File: src/rtl/range_pkg.sv
// Shared types and sizing helpers for the range-finder stream driver.
package range_pkg;

    localparam int DATA_WIDTH = 16;

    typedef enum logic [2:0] {
        IDLE   = 3'd0,
        PREP   = 3'd1,
        START  = 3'd2,
        STREAM = 3'd3,
        FINISH = 3'd4,
        WAIT   = 3'd5,
        DONE   = 3'd6
    } state_t;

    // Counter must hold the value DEPTH itself, hence one bit beyond the index width.
    function automatic int count_width(input int depth);
        return $clog2(depth) + 1;
    endfunction

endpackage

File: src/rtl/range_sample_buffer.sv
// Sample register file: appends at the fill level, combinational read by index.
module range_sample_buffer
    import range_pkg::*;
#(
    parameter  int DW    = DATA_WIDTH,
    parameter  int DEPTH = 16,
    localparam int CW    = count_width(DEPTH),
    localparam int AW    = $clog2(DEPTH)
) (
    input  logic          clock,
    input  logic          clear,
    input  logic          flush,
    input  logic          wr_en,
    input  logic [DW-1:0] wr_data,
    input  logic [AW-1:0] rd_idx,
    output logic [DW-1:0] rd_data,
    output logic [CW-1:0] count
);

    localparam logic [CW-1:0] FULL = CW'(DEPTH);

    logic [DW-1:0] mem [DEPTH];
    logic          do_write;

    // A write into a full buffer is dropped so stored samples are never overwritten.
    assign do_write = wr_en && (count != FULL);

    always_ff @(posedge clock) begin
        if (clear || flush) begin
            count <= '0;
        end else if (do_write) begin
            count <= count + CW'(1);
        end
    end

    always_ff @(posedge clock) begin
        if (do_write) begin
            mem[count[AW-1:0]] <= wr_data;
        end
    end

    assign rd_data = mem[rd_idx];

endmodule

File: src/rtl/range_stream_driver.sv
// Initiator for the range-finder stream: buffers samples, sequences one
// clear/start/beats/finish transaction and captures the returned range.
module range_stream_driver
    import range_pkg::*;
#(
    parameter  int DW      = DATA_WIDTH,
    parameter  int DEPTH   = 16,
    parameter  int TIMEOUT = 15,
    localparam int CW      = count_width(DEPTH),
    localparam int AW      = $clog2(DEPTH),
    localparam int WW      = $clog2(TIMEOUT + 1)
) (
    input  logic          clock,
    input  logic          clear,
    input  logic [DW-1:0] load_data,
    input  logic          load_valid,
    output logic          load_ready,
    input  logic          go,
    input  logic          hold,
    output logic          rf_clear,
    output logic          start,
    output logic [DW-1:0] data_in,
    output logic          data_in_valid,
    output logic          finish,
    input  logic          range_valid,
    input  logic [DW-1:0] range_value,
    output logic [DW-1:0] result,
    output logic          result_valid,
    output logic          error,
    output logic          busy,
    output logic [CW-1:0] count,
    output logic [2:0]    state_dbg
);

    // Load handshake: a sample transfers on a rising edge where load_valid && load_ready.

    localparam logic [CW-1:0] FULL      = CW'(DEPTH);
    localparam logic [WW-1:0] WAIT_LAST = WW'(TIMEOUT - 1);

    state_t        state, state_nxt;
    logic [AW-1:0] rd_ptr;
    logic [WW-1:0] wait_cnt;
    logic [DW-1:0] rd_data;
    logic          wr_en;
    logic          flush;
    logic          last_beat;
    logic          beat;

    assign wr_en     = load_valid && load_ready;
    assign flush     = (state == DONE);
    assign beat      = (state == STREAM) && !hold;
    assign last_beat = ({1'b0, rd_ptr} == (count - CW'(1)));

    range_sample_buffer #(
        .DW    (DW),
        .DEPTH (DEPTH)
    ) u_buf (
        .clock   (clock),
        .clear   (clear),
        .flush   (flush),
        .wr_en   (wr_en),
        .wr_data (load_data),
        .rd_idx  (rd_ptr),
        .rd_data (rd_data),
        .count   (count)
    );

    always_ff @(posedge clock) begin
        if (clear) begin
            state <= IDLE;
        end else begin
            state <= state_nxt;
        end
    end

    always_comb begin
        state_nxt = state;
        case (state)
            IDLE:    if (go) state_nxt = PREP;
            PREP:    state_nxt = START;
            START:   state_nxt = (count != '0) ? STREAM : FINISH;
            STREAM:  if (!hold && last_beat) state_nxt = FINISH;
            FINISH:  state_nxt = WAIT;
            WAIT:    if (range_valid || (wait_cnt == WAIT_LAST)) state_nxt = DONE;
            DONE:    state_nxt = IDLE;
            default: state_nxt = IDLE;
        endcase
    end

    // Datapath registers: read pointer, WAIT timeout counter, result and error.
    always_ff @(posedge clock) begin
        if (clear) begin
            rd_ptr   <= '0;
            wait_cnt <= '0;
            result   <= '0;
            error    <= 1'b0;
        end else begin
            case (state)
                IDLE: begin
                    if (go) begin
                        result <= '0;
                        error  <= 1'b0;
                    end
                end
                STREAM: begin
                    if (!hold) rd_ptr <= rd_ptr + AW'(1);
                end
                WAIT: begin
                    if (range_valid) begin
                        result <= range_value;
                    end else if (wait_cnt == WAIT_LAST) begin
                        error  <= 1'b1;
                        result <= '0;
                    end else begin
                        wait_cnt <= wait_cnt + WW'(1);
                    end
                end
                DONE: begin
                    rd_ptr   <= '0;
                    wait_cnt <= '0;
                end
                default: ;
            endcase
        end
    end

    always_comb begin
        load_ready    = (state == IDLE) && (count != FULL) && !go;
        rf_clear      = (state == PREP);
        start         = (state == START);
        data_in_valid = beat;
        data_in       = beat ? rd_data : '0;
        finish        = (state == FINISH);
        result_valid  = (state == DONE);
        busy          = (state != IDLE);
        state_dbg     = state;
    end

endmodule

File: config.mk
export PLATFORM = sky130hd
export DESIGN_NAME = range_stream_driver
export DESIGN_NICKNAME = d
export VERILOG_FILES = /design/src/rtl/range_pkg.sv /design/src/rtl/range_sample_buffer.sv /design/src/rtl/range_stream_driver.sv
export SDC_FILE = /design/constraint.sdc
export NUM_CORES = 1
export LEC_CHECK = 0
export CORE_MARGIN = 2
export CORE_UTILIZATION = 45
export CTS_CLUSTER_DIAMETER = 60
export DETAILED_ROUTE_END_ITERATION = 16
export DONT_BUFFER_PORTS = 1
export PLACE_DENSITY = 0.66
export SYNTH_ARGS = -nofsm -noshare
export SYNTH_HDL_FRONTEND = slang
export SYNTH_SLANG_ARGS = --single-unit
File: constraint.sdc
create_clock -name clock -period 7.52 [get_ports clock]
set_input_delay 1.504 -clock clock [delete_from_list [all_inputs] [get_ports clock]]
set_output_delay 1.504 -clock clock [all_outputs]
set_load 0.01 [all_outputs]
==> After elaboration in Yosys (flattened, before gate mapping) <==
Memory sizes are Yosys's and may differ from the RTL's. A register that Yosys moved wholly into a read port is not among the register bits.
Index checks and enable logic that the tools add are counted.
{ "word_totals": {"register_bits": 33, "ram_bits": 256, "n_memories": 1} }
{ "classes": {"addsub": 4, "n_eq_ne": 17, "mux": 23, "reduce_logical": 21} }
{ "mem_list": {"columns": ["memory", "words", "width", "read_ports", "rd_ports_with_merged_regs", "write_ports", "line", "text"], "rows": [
  ["u_buf.mem", 16, 16, 1, 1, 1, "range_sample_buffer.sv:22", "logic [DW-1:0] mem [DEPTH];"]
]} }
{ "op_table": {"columns": ["cell", "n"], "rows": [
  ["$mux 16", 4],
  ["$pmux 16 s2", 1],
  ["$mux 4", 5],
  ["$pmux 3 s6", 1],
  ["$pmux 4 s2", 2],
  ["$mux 3", 4],
  ["$ne 2x2->1 const B", 6],
  ["$eq 3x3->1 const B", 3],
  ["$reduce_and 3->1", 3],
  ["$add 4x1->4 const B", 2],
  ["$eq 3x2->1 const B", 2],
  ["$logic_and 1x1->1", 6],
  ["$reduce_bool 2->1", 3],
  ["$add 5x1->5 const B", 1],
  ["$eq 4x5->1", 1],
  ["$mux 1", 5],
  ["$ne 5x5->1 const B", 1],
  ["$reduce_bool 5->1", 1],
  ["$sub 5x1->5 const B", 1],
  ["$eq 4x4->1 const B", 1],
  ["$reduce_and 4->1", 1],
  ["$eq 3x1->1 const B", 1],
  ["$logic_not 3->1", 1],
  ["$ne 3x3->1 const B", 1],
  ["6 further kinds", 8]
]} }

==> Longest topological paths before layout <==
Gate-level depths: netlist of the first run.
{ "logic_depth": {"word_depth": 7, "depth_mapped": 7, "mapped_depth_nobuf": 6} }

==> By module <==
Synthesis of the first run repeated with hierarchy kept, for this count alone.
{ "unflattened": {"hier_cells": 596, "hier_area_um2": 11360.9} }
{ "modules_own_cells": {"columns": ["module", "n_inst", "cells_per_inst", "area_per_inst_um2"], "rows": [
  ["range_sample_buffer", 1, 448, 9990.8],
  ["range_stream_driver", 1, 148, 1370.1]
]} }

==> Worst setup path before layout of the first run <==
Ideal clock, no wire load.
{ "synth_path": {"kind": "input to output", "start": "input hold", "end": "output data_in[10]", "arrival_ps": 2584, "required_time_ps": 6016, "setup_slack_ps": 3432, "path_stages": 6, "n_path_buf": 3, "path_cell_list": "and4bb_2 buf_2 nand2b_1 clkbuf_1 buf_2 o22ai_1"} }
{ "synth_via": {"elab_chain_len": 3} }
{ "synth_lines": {"columns": ["element", "line", "text"], "rows": [
  ["start, declared", "range_stream_driver.sv:19", "input logic hold,"],
  ["$logic_not 1->1", null, null],
  ["$logic_and 1x1->1", "range_stream_driver.sv:51", "assign beat = (state == STREAM) && !hold;"],
  ["named net data_in_valid", "range_stream_driver.sv:23", "output logic data_in_valid,"],
  ["$mux 16", "range_stream_driver.sv:132", "data_in = beat ? rd_data : '0;"],
  ["end, declared", "range_stream_driver.sv:22", "output logic [DW-1:0] data_in,"]
]} }
The timed path passes the listed nets, and every way through them passes these cells.

==> results.cfg, run 1 <==
[critical_path]
critPathMaxFanout = 38
critical_path_class = flip-flop to output pin
cp.arrival_ns = 3.06
startpoint_type = flip-flop
crit_path_top_delay_cell = sky130_fd_sc_hd__dfxtp_4
cpPeakStageDelay_ns = 0.74
ff2ff_setup_slack_ns = 4.48
timing.critical_path.cells = buf_4 > mux4_2 > mux2i_1 > o22ai_1
critical_path.endpoint_type = output pin
crit_required_ns = 6.02

[global_route]
grt_first_pass_wirelength_um = 36000
groute.usage.overall_pct = 18.3
grt_start_max_net_pins = 49
overflow = 0
first_global_vias = 5901
antenna_found_initial = 0

[yosys]
edff_count_synth = 256
ys_dominant_reg_cell = sky130_fd_sc_hd__edfxtp_1
yosys_register_bits = 293
synth-async-reset-ratio_pct = 0
yosysWarnings = 0
synth_cells = 583
post_synth_num_cell_types = 53
synth_sequential_area_ratio_pct = 73.5
postSynthNetCount = 629
post_synth.cell_area_avg_um2 = 19.7
synthesis.area_um2 = 11500

[clocking]
post-cts-setup-buffers = 0
cts_root_buffer = sky130_fd_sc_hd__clkbuf_16
worst_setup_hold_path_clk_slew_ns = 0.07
number_of_buffers_on_the_longest_clock_path = 3
cts_buffers = 28
cts_hold_buf = 0
tritoncts = yes
insertion_delay_ns = 0.53
cts.htree.levels = 1
tritoncts_sink_count = 293
cts.repair.resized = 0

[final_layout]
final_cell_count_no_fill = 950
mostFrequentLayoutCell = sky130_fd_sc_hd__edfxtp_1
layout.nets = 644
layout_common_cells = sky130_fd_sc_hd__edfxtp_1 (256), sky130_fd_sc_hd__mux4_2 (64), sky130_fd_sc_hd__mux2i_1 (34), sky130_fd_sc_hd__dfxtp_1 (34), sky130_fd_sc_hd__clkbuf_16 (32)
areaGrowthSynthToFinish_pct = 12.0
post_route_cells_drive_above_1_share_pct = 25.0
insertedDiodeCount = 0
final_core_util_pct = 51.2

[place]
gp_routability_congestion = 0.847
port-buffer-count = 0
place_inst = 898
hpwlAfterDp_um = 14200

[power]
cellLeakagePower_nw = 3.93
maximum_resistive_drop_on_vdd_uv = 202
cellPowerDensity_nw_per_um2 = 276

[sta]
tightest_slew_ns = 1.33
skew_ns = 0.00738
slew-limit-headroom_pct = 11.2
finalWorstPathRequiredPeriod_ns = 4.56
clock.fmax_mhz = 219
fin_tns_setup_ns = 0
post-route-period-util_pct = 60.6
final_hold_viol_count = 0
rsz0062_at_grt = false
finalSetupViolCount = 0
slew_violations = 0

[route]
drt-initial-drc-count = 490
first_pass_iters = 5
route.detailed.wl_per_inst_um = 25.2
detailroute.via_count = 5645
avgViaCountPerCell = 5.94
ant_nets = 0
routed_wl_um = 24000
drc = 0

[die]
number_of_top_level_design_ports = 86
fp.dieW_um = 164
start_util_pct = 45.7
fp-row-count = 58
core-area_um2 = 25100
chipHeight_um = 164
die-area_um2 = 26800

[job]
cap_viol_max_count = 0

[run_status]
outcome = completed

[min_path]
min-delay-path-class = flip-flop to flip-flop
-- stage by stage --
| stage | setup slack, ns | total power (W) | hold WS (ns) | instance area [um^2] |
|---|---|---|---|---|
| 2_1_floorplan | 3.43 | 0.00210 | 0.478 | 11500 |
| 3_3_place_gp | 3.11 | 0.00215 | 0.493 | 11900 |
| 3_5_place_dp | 3.05 | 0.00215 | 0.512 | 11900 |
| 4_1_cts | 2.81 | 0.00357 | 0.522 | 12800 |
| 5_1_grt | 2.64 | 0.00367 | 0.557 | 12800 |
| 6_report | 2.96 | 0.00354 | 0.524 | 12800 |
-- critical path: cells and delay by family, from the launching register on --
kind / cells / cell delay [ns]
flip-flops: 1 / 0.74
multiplexers: 2 / 0.85
buffers and inverters: 1 / 0.71
AO/OA/AOI/OAI: 1 / 0.20
-- Yosys cell counts (6+ instances only) --
cell                       instances  area share (%)
sky130_fd_sc_hd__a22o_1           16             1.2
sky130_fd_sc_hd__nand2_1          10            0.33
sky130_fd_sc_hd__ha_1              8            0.87
sky130_fd_sc_hd__nor2_1           26            0.85
sky130_fd_sc_hd__clkbuf_1         10            0.33
sky130_fd_sc_hd__inv_1             7            0.23
sky130_fd_sc_hd__edfxtp_1        256              67
sky130_fd_sc_hd__buf_4             9            0.59
sky130_fd_sc_hd__mux4_2           64              13
sky130_fd_sc_hd__o22ai_1          16            0.87
sky130_fd_sc_hd__dfxtp_1          37             6.5
sky130_fd_sc_hd__xnor2_1           6            0.46
sky130_fd_sc_hd__nor3_1           11            0.48
sky130_fd_sc_hd__buf_2            11            0.48
sky130_fd_sc_hd__mux2i_1          34             3.0
-- layout make-up --
class / instances / area, um^2
fill: 2048 / 12300
sequential: 293 / 8430
multi-input combinational: 251 / 2890
clock buffer: 36 / 826
tap: 330 / 413
clock inverter: 16 / 129
timing repair buffer: 17 / 128
inverter: 7 / 26.3
-- path summary, 6_finish.rpt --
check,startpoint,endpoint,depth (start not counted)
setup / recovery,flip-flop,data_in[14],4
hold reg to reg,wait_cnt[1],wait_cnt[1],2
setup reg to reg,u_buf.count[0],u_buf.mem[6][0],6
hold / removal,wait_cnt[1],wait_cnt[1],2
-- flip-flops by register name (all words and copies together), names as in the netlist, named ones only --
register	cells
u_buf.mem	256
result	16
u_buf.count	5
rd_ptr	4
wait_cnt	4
state_dbg	3
error	1
-- metal layers --
| layer | wire length, um | track usage, % | vias up |
|---|---|---|---|
| met4 | 752 | 5.90 | 0 |
| met1 | 10100 | 24.8 | 2944 |
| met3 | 1610 | 3.81 | 51 |
| met5 | 0 | 0 | - |
| li1 | - | - | 2419 |
| met2 | 11500 | 29.7 | 231 |
-- power breakdown --
| group | internal, W | leakage, nW | switching [W] |
|---|---|---|---|
| clock | 0.000843 | 0.472 | 0.000583 |
| sequential | 0.00180 | 2.60 | 0.0000523 |
| combinational | 0.000116 | 0.859 | 0.000146 |
| total | 0.00276 | 3.93 | 0.000781 |
-- cell families after synthesis --
logic type               count (synthesis)  share of synthesized area, %
AO/OA/AOI/OAI                           56                          3.69
XOR/XNOR                                11                         0.840
adder cells (fa/ha/maj)                  8                         0.872
buffers and inverters                   39                          1.76
flip-flops                             293                          73.5
multiplexers                            98                          15.5
AND/OR/NAND/NOR                         78                          3.86
No activity file was read; power rests on OpenSTA's default activity.
==> inputs of run 2 (changes only) <==
- PLACE_DENSITY: 0.66 -> 0.68
- clock period: 7.52 -> 3.8 ns (I/O delays scaled with it)
==> results.cfg, run 2 (same netlist as run 1, synthesis figures left out) <==
[run_status]
outcome = completed

[clocking]
cts.repair.resized = 0
worst_setup_hold_path_clk_slew_ns = 0.06
post-cts-setup-buffers = 0
insertion_delay_ns = 0.56
cts_hold_buf = 0
tritoncts_sink_count = 293
cts.htree.levels = 1
cts_root_buffer = sky130_fd_sc_hd__clkbuf_16
tritoncts = yes
number_of_buffers_on_the_longest_clock_path = 3
cts_buffers = 28

[global_route]
groute.usage.overall_pct = 18.4
grt_first_pass_wirelength_um = 36000
antenna_found_initial = 0
first_global_vias = 5844
overflow = 0
grt_start_max_net_pins = 49

[final_layout]
areaGrowthSynthToFinish_pct = 11.8
layout_common_cells = sky130_fd_sc_hd__edfxtp_1 (256), sky130_fd_sc_hd__mux4_2 (64), sky130_fd_sc_hd__mux2i_1 (34), sky130_fd_sc_hd__dfxtp_1 (34), sky130_fd_sc_hd__clkbuf_16 (28)
post_route_cells_drive_above_1_share_pct = 24.5
layout.nets = 649
mostFrequentLayoutCell = sky130_fd_sc_hd__edfxtp_1
largest_register_ff_count = 256
insertedDiodeCount = 0
final_cell_count_no_fill = 955

[sta]
slew_violations = 0
post-route-period-util_pct = 92.1
tightest_slew_ns = 0.930
final_hold_viol_count = 0
finalWorstPathRequiredPeriod_ns = 3.50
slew-limit-headroom_pct = 37.7
rsz0062_at_grt = false
clock.fmax_mhz = 286
fin_tns_setup_ns = 0
skew_ns = 0.0222
post-route-worst-setup-slack_ns = 0.299
finalSetupViolCount = 0

[critical_path]
crit_required_ns = 3.04
timing.critical_path.cells = and4bb_2 > nand2b_1 > o22ai_1
cp.arrival_ns = 2.74
critical_path.endpoint_type = output pin
path_delay_family = simple AND/OR/NAND/NOR gates
startpoint_type = flip-flop
crit_buf_inv = 0
critical_path_class = flip-flop to output pin
worstReg2RegStart = u_buf.count[0]
cpPeakStageDelay_ns = 0.67
critPathLaunch = state_dbg[0]
crit_path_top_delay_cell = sky130_fd_sc_hd__dfxtp_1
critPathMaxFanout = 16

[route]
drc = 0
avgViaCountPerCell = 5.96
ant_nets = 0
first_pass_iters = 5
detailroute.via_count = 5688
drt-initial-drc-count = 604
route.detailed.wl_per_inst_um = 25.2
routed_wl_um = 24100

[die]
fp-row-count = 58
chipHeight_um = 164
fp.dieW_um = 164
core-area_um2 = 25100
start_util_pct = 45.7
number_of_top_level_design_ports = 86
die-area_um2 = 26800

[power]
maximum_resistive_drop_on_vdd_uv = 404
share_seq_of_total_power_pct = 53.7
total_switching_power_w = 0.00153
cellPowerDensity_nw_per_um2 = 531
cellLeakagePower_nw = 3.92
switching_share_of_total_power_pct = 22.5
pwr-share-comb_pct = 7.8
clockPowerShare_pct = 38.4
intPower_w = 0.00528

[place]
hpwlAfterDp_um = 15000
place_inst = 903
port-buffer-count = 0
gp_routability_congestion = 0.847
post-place-ws_ns = 0.812

[min_path]
min-delay-path-class = input port to flip-flop
timing.hold.worst.start = clear

[job]
cap_viol_max_count = 0
-- run 2: cell count changes in the layout (fill, tap and decap cells not counted), sizes merged --
cell and change:
clkbuf -5, clkinv +7, inv -3, clkinvlp +1
buf +5
-- run 2: per-stage QoR --
step           hold WS (ns)  total power [W]  cell area, um^2  utilization (%)
5_1_grt               0.260          0.00705            12800             51.1
3_3_place_gp          0.495          0.00424            12000             47.6
4_1_cts               0.255          0.00688            12800             51.1
6_report              0.280          0.00681            12800             51.1
3_5_place_dp          0.510          0.00427            12000             47.6
2_1_floorplan         0.478          0.00416            11500                -
-- run 2: path summary, 6_finish.rpt --
kind	endpoint	cells after the start	slack, ns
worst min-delay path	wait_cnt[1]	1	0.28
worst min register to register	wait_cnt[1]	2	0.53
worst max-delay path	data_in[4]	3	0.30
worst max register to register	u_buf.mem[14][4]	7	0.88
-- run 2: metal layers --
metal  global-route usage [%]  wire length (um)  vias up
li1                         -                 -     2432
met4                     5.62               682        0
met2                     29.6             11700      244
met5                        0                 0        -
met3                     5.41              2180       45
met1                     24.5              9560     2967
-- run 2: area by class of cell --
| type | count | area [um^2] |
|---|---|---|
| sequential | 293 | 8430 |
| inverter | 7 | 26.3 |
| tap | 330 | 413 |
| multi-input combinational | 251 | 2890 |
| clock buffer | 31 | 712 |
| fill | 2042 | 12300 |
| timing repair buffer | 22 | 203 |
| clock inverter | 21 | 156 |
-- run 2: worst reg2reg max path: cells and delay by family (launching register included) --
kind                     cells  cell delay [ns]
flip-flops                   1             0.57
AND/OR/NAND/NOR              4             1.28
buffers and inverters        2             0.48
adder cells (fa/ha/maj)      1             0.26
-- run 2: power by group through the flow --
stage	combinational, W	clock, W	sequential [W]
global placement	0.000519	0	0.00372
floorplan	0.000481	0	0.00367
finish	0.000535	0.00262	0.00366
global route	0.000581	0.00279	0.00367
CTS	0.000539	0.00267	0.00366
detailed placement	0.000537	0	0.00373
